**config.mk**
```make
export PLATFORM = sky130hd
export DESIGN_NAME = crc_frame_ctrl
export DESIGN_NICKNAME = d
export VERILOG_FILES = /design/src/rtl/crc_frame_ctrl.sv
export SDC_FILE = /design/constraint.sdc
export NUM_CORES = 1
export LEC_CHECK = 0
export CORE_ASPECT_RATIO = 1.5
export CORE_UTILIZATION = 30
export CTS_CLUSTER_DIAMETER = 50
export CTS_CLUSTER_SIZE = 28
export DETAILED_ROUTE_END_ITERATION = 10
export SETUP_SLACK_MARGIN = 0.1
export SYNTH_ARGS = -nofsm -noshare
export SYNTH_HDL_FRONTEND = slang
export SYNTH_SLANG_ARGS = --single-unit
```
**constraint.sdc**
```tcl
create_clock -name CLK -period 2.2 [get_ports CLK]
set_input_delay 0.44 -clock CLK [delete_from_list [all_inputs] [get_ports CLK]]
set_output_delay 0.44 -clock CLK [all_outputs]
set_load 0.01 [all_outputs]
```
**src/rtl/crc_frame_ctrl.sv**
```systemverilog
// crc_frame_ctrl: byte-stream to serial CRC-8 engine sequencer.
// Accepts words over valid/ready with one word of reserve, shifts them out
// LSB-first on DATA/Active, then collects the serial CRC returned on CRC/Valid.
// Optional build macro CRC_FRAME_CNT_EN adds a 16-bit count of error-free frames.
module crc_frame_ctrl #(
  parameter int BYTE_W  = 8,
  parameter int CRC_W   = 8,
  parameter int TMO_CYC = 16
) (
  input  logic              CLK,
  input  logic              rst_n,
  input  logic [BYTE_W-1:0] byte_data,
  input  logic              byte_valid,
  input  logic              byte_last,
  output logic              byte_ready,
  output logic              crc_data_o,
  output logic              crc_active_o,
  input  logic              crc_serial_i,
  input  logic              crc_valid_i,
  output logic [CRC_W-1:0]  crc_result,
  output logic              result_valid,
  output logic              busy,
  output logic              err
`ifdef CRC_FRAME_CNT_EN
  ,
  output logic [15:0]       frame_cnt
`endif
);

  localparam int BC_W = $clog2(BYTE_W);
  localparam int CC_W = $clog2(CRC_W) + 1;
  localparam int TC_W = $clog2(TMO_CYC) + 1;

  localparam logic [BC_W-1:0] BIT_LAST = BC_W'(BYTE_W - 1);
  localparam logic [CC_W-1:0] CAP_LAST = CC_W'(CRC_W - 1);
  localparam logic [TC_W-1:0] TMO_LAST = TC_W'(TMO_CYC - 1);
  localparam logic [TC_W-1:0] TMO_MAX  = '1;

  typedef enum logic [1:0] {IDLE, SHIFT, COLLECT, DRAIN} state_t;

  state_t            state;
  logic [BYTE_W-1:0] shreg;
  logic [BYTE_W-1:0] hold_reg;
  logic              hold_full;
  logic              hold_last;
  logic              last_seen;
  logic [BC_W-1:0]   bit_cnt;
  logic [CC_W-1:0]   cap_cnt;
  logic [TC_W-1:0]   tmo_cnt;
  logic              xfer;

  assign byte_ready = !hold_full && (state != COLLECT) && (state != DRAIN) && !last_seen;
  assign xfer       = byte_valid && byte_ready;
  assign busy       = (state != IDLE);

  // Frame sequencer: word intake, serialisation, CRC collection and drain.
  // crc_data_o is kept equal to shreg[0] by loading it with the next bit
  // alongside every shreg update, so the wire bit is registered yet aligned.
  always_ff @(posedge CLK or negedge rst_n) begin
    if (!rst_n) begin
      state        <= IDLE;
      shreg        <= '0;
      hold_reg     <= '0;
      hold_full    <= 1'b0;
      hold_last    <= 1'b0;
      last_seen    <= 1'b0;
      bit_cnt      <= '0;
      cap_cnt      <= '0;
      tmo_cnt      <= '0;
      crc_data_o   <= 1'b0;
      crc_active_o <= 1'b0;
      crc_result   <= '0;
      result_valid <= 1'b0;
      err          <= 1'b0;
    end else begin
      result_valid <= 1'b0;
      case (state)
        IDLE: begin
          if (xfer) begin
            shreg        <= byte_data;
            crc_data_o   <= byte_data[0];
            crc_active_o <= 1'b1;
            last_seen    <= byte_last;
            err          <= 1'b0;
            bit_cnt      <= '0;
            cap_cnt      <= '0;
            tmo_cnt      <= '0;
            crc_result   <= '0;
            state        <= SHIFT;
          end
        end
        SHIFT: begin
          if (bit_cnt != BIT_LAST) begin
            shreg      <= shreg >> 1;
            crc_data_o <= shreg[1];
            bit_cnt    <= bit_cnt + BC_W'(1);
            if (xfer) begin
              hold_reg  <= byte_data;
              hold_last <= byte_last;
              hold_full <= 1'b1;
            end
          end else begin
            bit_cnt <= '0;
            if (last_seen) begin
              crc_active_o <= 1'b0;
              crc_data_o   <= 1'b0;
              last_seen    <= 1'b0;
              state        <= COLLECT;
            end else if (hold_full) begin
              shreg      <= hold_reg;
              crc_data_o <= hold_reg[0];
              last_seen  <= hold_last;
              hold_full  <= 1'b0;
            end else if (xfer) begin
              shreg      <= byte_data;
              crc_data_o <= byte_data[0];
              last_seen  <= byte_last;
            end else begin
              err          <= 1'b1;
              crc_active_o <= 1'b0;
              crc_data_o   <= 1'b0;
              state        <= COLLECT;
            end
          end
        end
        COLLECT: begin
          if (crc_valid_i) begin
            crc_result <= {crc_serial_i, crc_result[CRC_W-1:1]};
            cap_cnt    <= cap_cnt + CC_W'(1);
            if (cap_cnt == CAP_LAST) begin
              result_valid <= 1'b1;
              state        <= DRAIN;
            end
          end else if (cap_cnt == '0) begin
            if (tmo_cnt == TMO_LAST) begin
              err          <= 1'b1;
              result_valid <= 1'b1;
              state        <= DRAIN;
            end
            if (tmo_cnt != TMO_MAX) begin
              tmo_cnt <= tmo_cnt + TC_W'(1);
            end
          end
        end
        DRAIN: begin
          if (!crc_valid_i) begin
            state <= IDLE;
          end
        end
        default: state <= IDLE;
      endcase
    end
  end

`ifdef CRC_FRAME_CNT_EN
  // Count frames whose result strobe arrives with no error flagged.
  always_ff @(posedge CLK or negedge rst_n) begin
    if (!rst_n) begin
      frame_cnt <= '0;
    end else if (result_valid && !err) begin
      frame_cnt <= frame_cnt + 16'd1;
    end
  end
`endif

endmodule

```
==> flow_metrics.py, run 1 <==
metrics = {
    "yosys": {
        "synth_area_leaders": "dfrtp_1 45%, ha_1 5.6%, mux2_2 5.5%",
        "syn-cell-area_um2": 2447,
        "avgSynthCellArea_um2": 10.69,
        "synth_largest_area_cell": "dfrtp_1",
        "ys_async_sr_fraction": 1.000,
        "synth_top_family_by_area": "compound AO/OA/AOI/OAI gates",
        "synth_seq_area_share": 0.4499,
        "syn-instance-count": 229,
        "synth_top_cell_area_share": 0.4499,
        "syn-num-nets": 254,
        "ys.flop_type": "dfrtp_1",
        "synth-edff-count": 0,
        "yosys_warnings": 0,
        "synth-xor-area-share": 0.003579,
        "synthAdderAreaFrac": 0.05624,
        "synthSimpleGateAreaFrac": 0.1457,
        "synth_mux_area_frac": 0.07618,
        "yosys_register_bits": 44,
        "synth_compound_area_frac": 0.2193,
        "synth.distinct_cells": 53,
    },
    "routing": {
        "drtAntennaViolNets": 0,
        "finalWirelength_um": 6020,
        "vias_per_cell": 5.138,
        "drt_iter0_drc": 89,
        "wl_per_cell_um": 15.36,
        "drt_first_pass_iters": 4,
        "drc": 0,
        "vias": 2014,
    },
    "worst_setup_path": {
        "cp_data_required_time_ns": 1.76,
        "rr_worst_depth": 8,
        "r2r_end": "tmo_cnt[2]",
        "arrival_ns": 1.55,
        "crit_end": "byte_ready",
        "cp-start-kind": "register",
        "crit_type": "reg2out",
        "cp_max_fo": 3,
        "crit_start": "state[0]",
        "critPathCaptureType": "output port",
        "rrSetupSlack_ns": 0.22,
        "rr_startpoint": "tmo_cnt[0]",
    },
    "timing": {
        "min_period_ns": 1.987,
        "rsz0062_at_grt": "true",
        "setup_violations": 0,
        "slew_viol_final": 0,
        "max_freq_mhz": 503.3,
        "worst_slew_pin_slew_ns": 0.6054,
        "hold_viol_final": 0,
        "slew_headroom": 0.5937,
        "finalClockSkew_ns": 0.005554,
        "post-route-period-util": 0.9030,
    },
    "floorplanning": {
        "fp.dieW_um": 75.75,
        "io_pins": 28,
        "fp-row-count": 40,
        "dieArea_um2": 8530,
        "core-area_um2": 7958,
        "die-height_um": 112.6,
        "start_util": 0.3075,
    },
    "power_and_ir_drop": {
        "peakVddDrop_v": 0.0006466,
        "power.leakage_nw": 1.379,
        "powerDensity_nw_per_um2": 1335,
        "power_mw": 4.354,
    },
    "clock_tree": {
        "clock_sinks": 44,
        "h-tree-depth": 2,
        "clk_pin_slew_ns": 0.06,
        "cts_hold_buf": 0,
        "numCtsBuffers": 5,
        "clock_latency_ns": 0.29,
        "cts_tree": "built",
        "cts_buffer_depth": 2,
        "cts-root-buf": "clkbuf_16",
    },
    "final_layout": {
        "syn2layout_area_growth_pct": 33.28,
        "nets": 311,
        "fin_util": 0.4099,
        "layout-drive-gt1-share": 0.2578,
        "diodes": 0,
        "final_cell_mix": "44 x dfrtp_1, 35 x buf_4, 24 x clkdlybuf4s50_1",
        "layout_commonest_cell": "dfrtp_1",
    },
    "grt": {
        "track_usage": 0.1617,
        "grt_antenna_before_repair": 0,
        "grt_pass1_vias": 2111,
        "overflow": 0,
        "grt_start_max_net_pins": 25,
        "grt_pass1_wl_um": 10430,
    },
    "worst_hold_path": {
        "hold_class": "in2async",
    },
    "place": {
        "io_buffers": 27,
        "routabilityCongestion": 0.8102,
        "post-dp-hpwl_um": 4447,
    },
    "flow_run": {
        "maxCapViolCount": 0,
    },
    "run_status": {
        "status": "finished clean",
    },
}
==> where the power goes <==
group	switching, mW	internal, mW	leakage [nW]
clock	0.319	0.569	0.0871
combinational	1.10	1.02	0.727
sequential	0.242	1.11	0.564
total	1.66	2.70	1.38
==> cells in the mapped netlist (all sizes together) (4+ instances only) <==
cell     number
dfrtp        44
a21oi        17
inv          14
mux2         13
ha           11
a22o         10
nand3        10
nand2         8
nor2          8
o21ai         8
buf           7
nand2b        7
nor2b         7
clkbuf        6
o2bb2ai       5
mux2i         4
nor3          4
o41ai         4
==> critical path, stage by stage, from the launching register on <==
cell and delay [ns]:
dfrtp_1 0.37, inv_1 0.08, ha_1 0.21, or2_2 0.32, nor3_2 0.12, buf_2 0.16
==> final cells by class <==
type	count	area, um2
clock inverter	2	38.79
multi-input combinational	158	1257
fill	762	4696
inverter	14	52.55
tap	105	131.4
clock buffer	6	138.9
sequential	44	1101
timing repair buffer	63	541.8
==> what timing repair did <==
item,4_1_cts,5_1_grt
resized for setup,9,6
pin swaps,4,4
buffers inserted,5,4
endpoints found under the setup margin,18,21
==> cell families after synthesis <==
| logic type | after synthesis |
|---|---|
| AOI/OAI and AO/OA | 70 |
| and+or+nand+nor | 59 |
| DFF | 44 |
| buffers and inverters | 27 |
| muxes | 17 |
| adders and majority gates | 11 |
| xor gates and xnor gates | 1 |
==> per-layer routing <==
| layer | global-route usage | part of all wire | vias up |
|---|---|---|---|
| met5 | 0 | 0 | - |
| met4 | 0.06420 | 0.027 | 0 |
| met3 | 0.03142 | 0.035 | 11 |
| met2 | 0.2796 | 0.54 | 41 |
| met1 | 0.1898 | 0.40 | 989 |
| li1 | - | - | 973 |
==> worst min path at each step <==
| stage | from | end | slack [ns] | cells past startpoint |
|---|---|---|---|---|
| 4_1_cts | rst_n | tmo_cnt[1] | 0.15 | 1 |
| 5_1_grt | rst_n | tmo_cnt[0] | 0.18 | 1 |
| 3_5_place_dp | rst_n | tmo_cnt[1] | 0.46 | 1 |
| 2_1_floorplan | rst_n | bit_cnt[0] | 0.14 | 0 |
| 6_report | rst_n | tmo_cnt[1] | 0.14 | 1 |
| 3_3_place_gp | rst_n | tmo_cnt[0] | 0.46 | 1 |
==> per-stage QoR <==
stage	cell area, um2	worst slack (ns)	hold slack [ns]	instances	TNS (ns)
after floorplan	2447	0.2386	0.1444	229	0
after global placement	2992	-0.04279	0.4555	375	-0.2857
after detailed placement	2992	-0.09784	0.4595	375	-0.8377
after CTS	3222	0.08393	0.1463	388	0
after global routing	3262	0.05446	0.1773	392	0
final	3262	0.2133	0.1380	392	0
(Power assumes the default switching activity.)
==> run 2, diff against run 1 <==
--- a/config.mk
+++ b/config.mk
@@ -5,11 +5,12 @@
 export SDC_FILE = /design/constraint.sdc
 export NUM_CORES = 1
 export LEC_CHECK = 0
-export CORE_ASPECT_RATIO = 1.5
+export CORE_ASPECT_RATIO = 0.8
 export CORE_UTILIZATION = 30
 export CTS_CLUSTER_DIAMETER = 50
 export CTS_CLUSTER_SIZE = 28
 export DETAILED_ROUTE_END_ITERATION = 10
+export PLACE_DENSITY = 0.54
 export SETUP_SLACK_MARGIN = 0.1
 export SYNTH_ARGS = -nofsm -noshare
 export SYNTH_HDL_FRONTEND = slang
==> run 2 against run 1 <==
The flow now finishes with violations (DRC). First-iteration DRC count grew 69%. Non-clock buffer count fell by 4. Wire length shrank 1.7%. Clock skew up 0.0012 ns. Via count is 0.89% higher. Register-to-register slack about the same. Critical endpoint is now tmo_cnt[3]. Global-route usage decreased by 1.2 points.
==> flow_metrics.py, run 2 (same netlist as run 1, synthesis figures left out) <==
metrics = {
    "final_layout": {
        "layout-drive-gt1-share": 0.2473,
        "layout_commonest_cell": "dfrtp_1",
        "final_cell_mix": "44 x dfrtp_1, 30 x buf_4, 24 x clkdlybuf4s50_1",
        "diodes": 0,
        "syn2layout_area_growth_pct": 30.21,
        "nets": 307,
        "fin_util": 0.4029,
    },
    "clock_tree": {
        "cts_buffer_depth": 2,
        "cts-root-buf": "clkbuf_8",
        "clock_latency_ns": 0.30,
        "numCtsBuffers": 5,
        "clock_sinks": 44,
        "cts_tree": "built",
        "clk_pin_slew_ns": 0.09,
        "h-tree-depth": 2,
    },
    "place": {
        "post-dp-hpwl_um": 4269,
        "routabilityCongestion": 0.7809,
        "io_buffers": 27,
    },
    "grt": {
        "grt_antenna_before_repair": 0,
        "grt_pass1_wl_um": 9784,
        "grt_pass1_vias": 1949,
        "grt_start_max_net_pins": 45,
        "track_usage": 0.1498,
        "overflow": 0,
    },
    "worst_setup_path": {
        "rrSetupSlack_ns": 0.21,
        "crit_family": "simple AND/OR/NAND/NOR gates",
        "critPathMaxStageDelay_ns": 0.54,
        "cp_max_fo": 5,
        "cp_data_required_time_ns": 2.45,
        "path_buf_inv": 0,
        "rr_worst_depth": 7,
        "crit_type": "reg2reg",
        "arrival_ns": 2.24,
        "cp_cell_sequence": "ha_2 > and3_4 > ha_1 > nor4_2 > nand4_1 > or4_1 > nand2_1",
        "path_depth": 7,
        "critPathCaptureType": "register",
        "cp-start-kind": "register",
        "slowest_stage": "or4_1",
    },
    "run_status": {
        "status": "complete, but fails checks",
        "violations": "DRC",
    },
    "floorplanning": {
        "io_pins": 28,
        "fp-row-count": 29,
        "core-area_um2": 7910,
        "fp.dieW_um": 103.0,
        "die-height_um": 82.79,
        "dieArea_um2": 8525,
        "start_util": 0.3094,
    },
    "power_and_ir_drop": {
        "peakVddDrop_v": 0.0004845,
        "power.leakage_nw": 1.336,
        "pwr-share-comb": 0.525,
        "p_int_mw": 2.548,
        "p_clk_frac": 0.160,
        "seqPwrFrac": 0.315,
        "power_switching_mw": 1.660,
        "swShare": 0.3945,
        "powerDensity_nw_per_um2": 1321,
    },
    "routing": {
        "drtAntennaViolNets": 0,
        "finalWirelength_um": 5917,
        "drt_first_pass_iters": 8,
        "drt_iter0_drc": 150,
        "vias": 2032,
        "wl_per_cell_um": 15.13,
        "vias_per_cell": 5.197,
        "drc": 2,
    },
    "worst_hold_path": {
        "hold_class": "in2async",
    },
    "timing": {
        "slew_viol_final": 0,
        "hold_viol_final": 0,
        "min_period_ns": 1.995,
        "max_freq_mhz": 501.3,
        "setup_violations": 0,
        "whs_ns": 0.1931,
        "rsz0062_at_grt": "true",
        "worst_slew_pin_slew_ns": 0.5883,
        "slew_headroom": 0.6078,
        "finalClockSkew_ns": 0.006749,
        "post-route-period-util": 0.9067,
    },
    "flow_run": {
        "maxCapViolCount": 0,
    },
}
-- run 2: changes by cell type in the layout (fill, tap and decap cells not counted), sizes merged --
| cell | previous run | this run |
|---|---|---|
| buf | 38 | 34 |
-- run 2: path summary, 6_finish.rpt --
path / startpoint / endpoint
worst min-delay path: rst_n / hold_last
worst max register to register: tmo_cnt[0] / tmo_cnt[3]
max in group asynchronous: rst_n / state[1]
worst max-delay path: tmo_cnt[0] / tmo_cnt[3]
min in group CLK: shreg[6] / shreg[6]
worst min register to register: shreg[6] / shreg[6]
-- run 2: power by group through the flow --
stage | Sequential [mW] | Clock (mW) | Combinational, mW
detailed placement | 1.34 | 0 | 2.15
global route | 1.37 | 0.719 | 2.46
floorplan | 1.31 | 0 | 1.34
finish | 1.33 | 0.672 | 2.21
global placement | 1.33 | 0 | 2.14
CTS | 1.32 | 0.687 | 2.18
-- run 2: timing repair --
item / CTS / global route
buffers inserted: 1 / 2
resized for setup: 6 / 8
pin swaps: 2 / 5
hold buffers: 0 / 0
endpoints found under the setup margin: 16 / 27
-- run 2: cell type report --
class                   count  area [um2]
fillers                   810        4723
multi-input cells         158        1252
flip-flops and latches     44        1101
repair buffers             59       524.3
well taps                 108       135.1
clock buffers               6       82.58
inverters                  14       52.55
clock inverters             2       38.79
-- run 2: through the flow --
step / setup slack [ns] / std cells / power (mW) / setup TNS, ns / instance area, um2
final: 0.2053 / 391 / 4.208 / 0 / 3187
after global routing: 0.05039 / 391 / 4.549 / 0 / 3187
after CTS: 0.06906 / 389 / 4.184 / 0 / 3154
after detailed placement: -0.08581 / 380 / 3.491 / -0.4307 / 3023
after global placement: -0.06554 / 380 / 3.470 / -0.3465 / 3023
after floorplan: 0.2386 / 229 / 2.652 / 0 / 2447
-- run 2: metal layers --
| layer | global-route usage | vias up | share of wire | wire length [um] |
|---|---|---|---|---|
| met5 | 0 | - | 0 | 0 |
| met4 | 0.03239 | 0 | 0.0037 | 22 |
| met3 | 0.02848 | 3 | 0.051 | 299 |
| met2 | 0.2027 | 53 | 0.42 | 2485 |
| met1 | 0.2392 | 1018 | 0.53 | 3110 |
| li1 | - | 958 | - | - |
==> run 3, diff against run 2 <==
--- a/config.mk
+++ b/config.mk
@@ -12,6 +12,8 @@
 export DETAILED_ROUTE_END_ITERATION = 10
 export PLACE_DENSITY = 0.54
 export SETUP_SLACK_MARGIN = 0.1
+export SKIP_CTS_REPAIR_TIMING = 1
+export SLEW_MARGIN = 20
 export SYNTH_ARGS = -nofsm -noshare
 export SYNTH_HDL_FRONTEND = slang
 export SYNTH_SLANG_ARGS = --single-unit
==> constraint.sdc (replaced) <==
create_clock -name CLK -period 2.6 [get_ports CLK]
set_input_delay 0.52 -clock CLK [delete_from_list [all_inputs] [get_ports CLK]]
set_output_delay 0.52 -clock CLK [all_outputs]
set_load 0.01 [all_outputs]
==> run 3 against run 2 <==
The run still ends with DRC left. Sequential power is 14% lower. Total power is 24% lower. Die area stayed put. Via count is 5.5% lower. Register-to-register slack better by 0.23 ns. Combinational power is 27% lower. Critical endpoint is now busy. Largest cell class unchanged.
==> flow_metrics.py, run 3 (same netlist as run 1, synthesis figures left out) <==
metrics = {
    "grt": {
        "grt_pass1_vias": 1851,
        "overflow": 0,
        "grt_antenna_before_repair": 0,
        "grt_pass1_wl_um": 9729,
        "grt_start_max_net_pins": 19,
        "track_usage": 0.1525,
    },
    "clock_tree": {
        "clk_pin_slew_ns": 0.09,
        "cts-root-buf": "clkbuf_8",
        "cts_tree": "built",
        "clock_sinks": 44,
        "h-tree-depth": 2,
        "cts_buffer_depth": 2,
        "clock_latency_ns": 0.29,
        "numCtsBuffers": 5,
    },
    "final_layout": {
        "stdcell_count": 375,
        "syn2layout_area_growth_pct": 22.24,
        "layout_commonest_cell": "dfrtp_1",
        "layout-drive-gt1-share": 0.1685,
        "diodes": 0,
        "fin_util": 0.3782,
        "final_cell_mix": "44 x dfrtp_1, 25 x clkdlybuf4s50_1, 17 x buf_4",
        "fin_area_um2": 2992,
        "nets": 292,
    },
    "place": {
        "preCtsSetupSlack_ns": 0.1984,
        "routabilityCongestion": 0.7887,
        "post-dp-hpwl_um": 4248,
        "numPlacedInstances": 368,
        "dpl_cell_area_um2": 2908,
        "io_buffers": 27,
    },
    "routing": {
        "drt_first_pass_iters": 7,
        "drc": 2,
        "wl_per_cell_um": 15.78,
        "vias_per_cell": 5.123,
        "finalWirelength_um": 5919,
        "drt_iter0_drc": 118,
        "vias": 1921,
        "drtAntennaViolNets": 0,
    },
    "worst_setup_path": {
        "critPathCaptureType": "output port",
        "critPathMaxStageDelay_ns": 0.58,
        "crit_top_cell": "inv_1",
        "cp_max_fo": 6,
        "rr_worst_depth": 7,
        "slowest_stage": "clkdlybuf4s50_1",
        "arrival_ns": 1.77,
        "cp_data_required_time_ns": 2.08,
        "crit_type": "reg2out",
        "cp-start-kind": "register",
        "cp_cell_sequence": "inv_1 > ha_1 > inv_1 > clkdlybuf4s50_1",
    },
    "timing": {
        "slew_headroom": 0.5967,
        "setup_slack_ns": 0.3063,
        "max_freq_mhz": 436.0,
        "hold_viol_final": 0,
        "setup_violations": 0,
        "finalClockSkew_ns": 0.003161,
        "rsz0062_at_grt": "false",
        "post-route-period-util": 0.8822,
        "whs_ns": 0.1289,
        "min_period_ns": 2.294,
        "slew_viol_final": 0,
        "finalSetupTns_ns": 0,
        "worst_slew_pin_slew_ns": 0.5986,
    },
    "power_and_ir_drop": {
        "pwr-share-comb": 0.511,
        "power_mw": 3.180,
        "seqPwrFrac": 0.357,
        "swShare": 0.4189,
        "power_switching_mw": 1.332,
        "p_int_mw": 1.848,
        "p_clk_frac": 0.132,
        "powerDensity_nw_per_um2": 1063,
        "power.leakage_nw": 1.254,
        "peakVddDrop_v": 0.0003649,
    },
    "worst_hold_path": {
        "hold_class": "in2async",
    },
    "flow_run": {
        "maxCapViolCount": 0,
    },
    "floorplanning": {
        "die-height_um": 82.79,
        "dieArea_um2": 8525,
        "fp.dieW_um": 103.0,
        "start_util": 0.3094,
        "core-area_um2": 7910,
        "fp-row-count": 29,
        "io_pins": 28,
    },
    "run_status": {
        "status": "complete, but fails checks",
        "violations": "DRC",
    },
}
==> run 3: cell types whose count changed in the layout (fill, tap and decap cells not counted), sizes merged <==
cell / delta
dlymetal6s2s: +1
dlygate4sd2: -1
clkbuf: -1
buf: -16
clkdlybuf4s50: +1
clkinvlp: +1
bufinv: -1
==> run 3: power by group through the flow <==
stage | logic [mW] | clock network [mW] | registers [mW]
after global routing | 1.81 | 0.457 | 1.17
final | 1.62 | 0.421 | 1.14
after detailed placement | 1.62 | 0 | 1.14
after floorplan | 1.14 | 0 | 1.11
after CTS | 1.63 | 0.435 | 1.13
after global placement | 1.61 | 0 | 1.14
==> run 3: final timing paths <==
| kind | endpoint | start | slack (ns) |
|---|---|---|---|
| worst max-delay path | busy | state[0] | 0.31 |
| worst min-delay path | hold_reg[3] | rst_n | 0.13 |
| worst max register to register | tmo_cnt[0] | tmo_cnt[0] | 0.44 |
| worst min register to register | shreg[5] | shreg[5] | 0.50 |
| max in group asynchronous | cap_cnt[0] | rst_n | 1.89 |
| min in group CLK | shreg[5] | shreg[5] | 0.50 |
==> run 3: cell type report <==
class | count | area (um2)
fill | 833 | 4918
multi-input combinational | 158 | 1226
sequential | 44 | 1101
timing repair buffer | 44 | 395.4
tap | 108 | 135.1
clock buffer | 5 | 68.82
inverter | 14 | 52.55
clock inverter | 2 | 12.51
==> run 3: worst max-delay path: cells and delay by family, from the launching register on <==
kind / cells / cell delay (ns)
buffers and inverters: 3 / 0.87
flip-flops: 1 / 0.38
adder cells (fa/ha/maj): 1 / 0.22
==> run 3: layer usage <==
| layer | wire (um) | vias up | GRT usage |
|---|---|---|---|
| met5 | 0 | - | 0 |
| met4 | 0 | 0 | 0.03803 |
| met3 | 233 | 0 | 0.03434 |
| met2 | 2506 | 34 | 0.2153 |
| met1 | 3179 | 955 | 0.2317 |
| li1 | - | 932 | - |
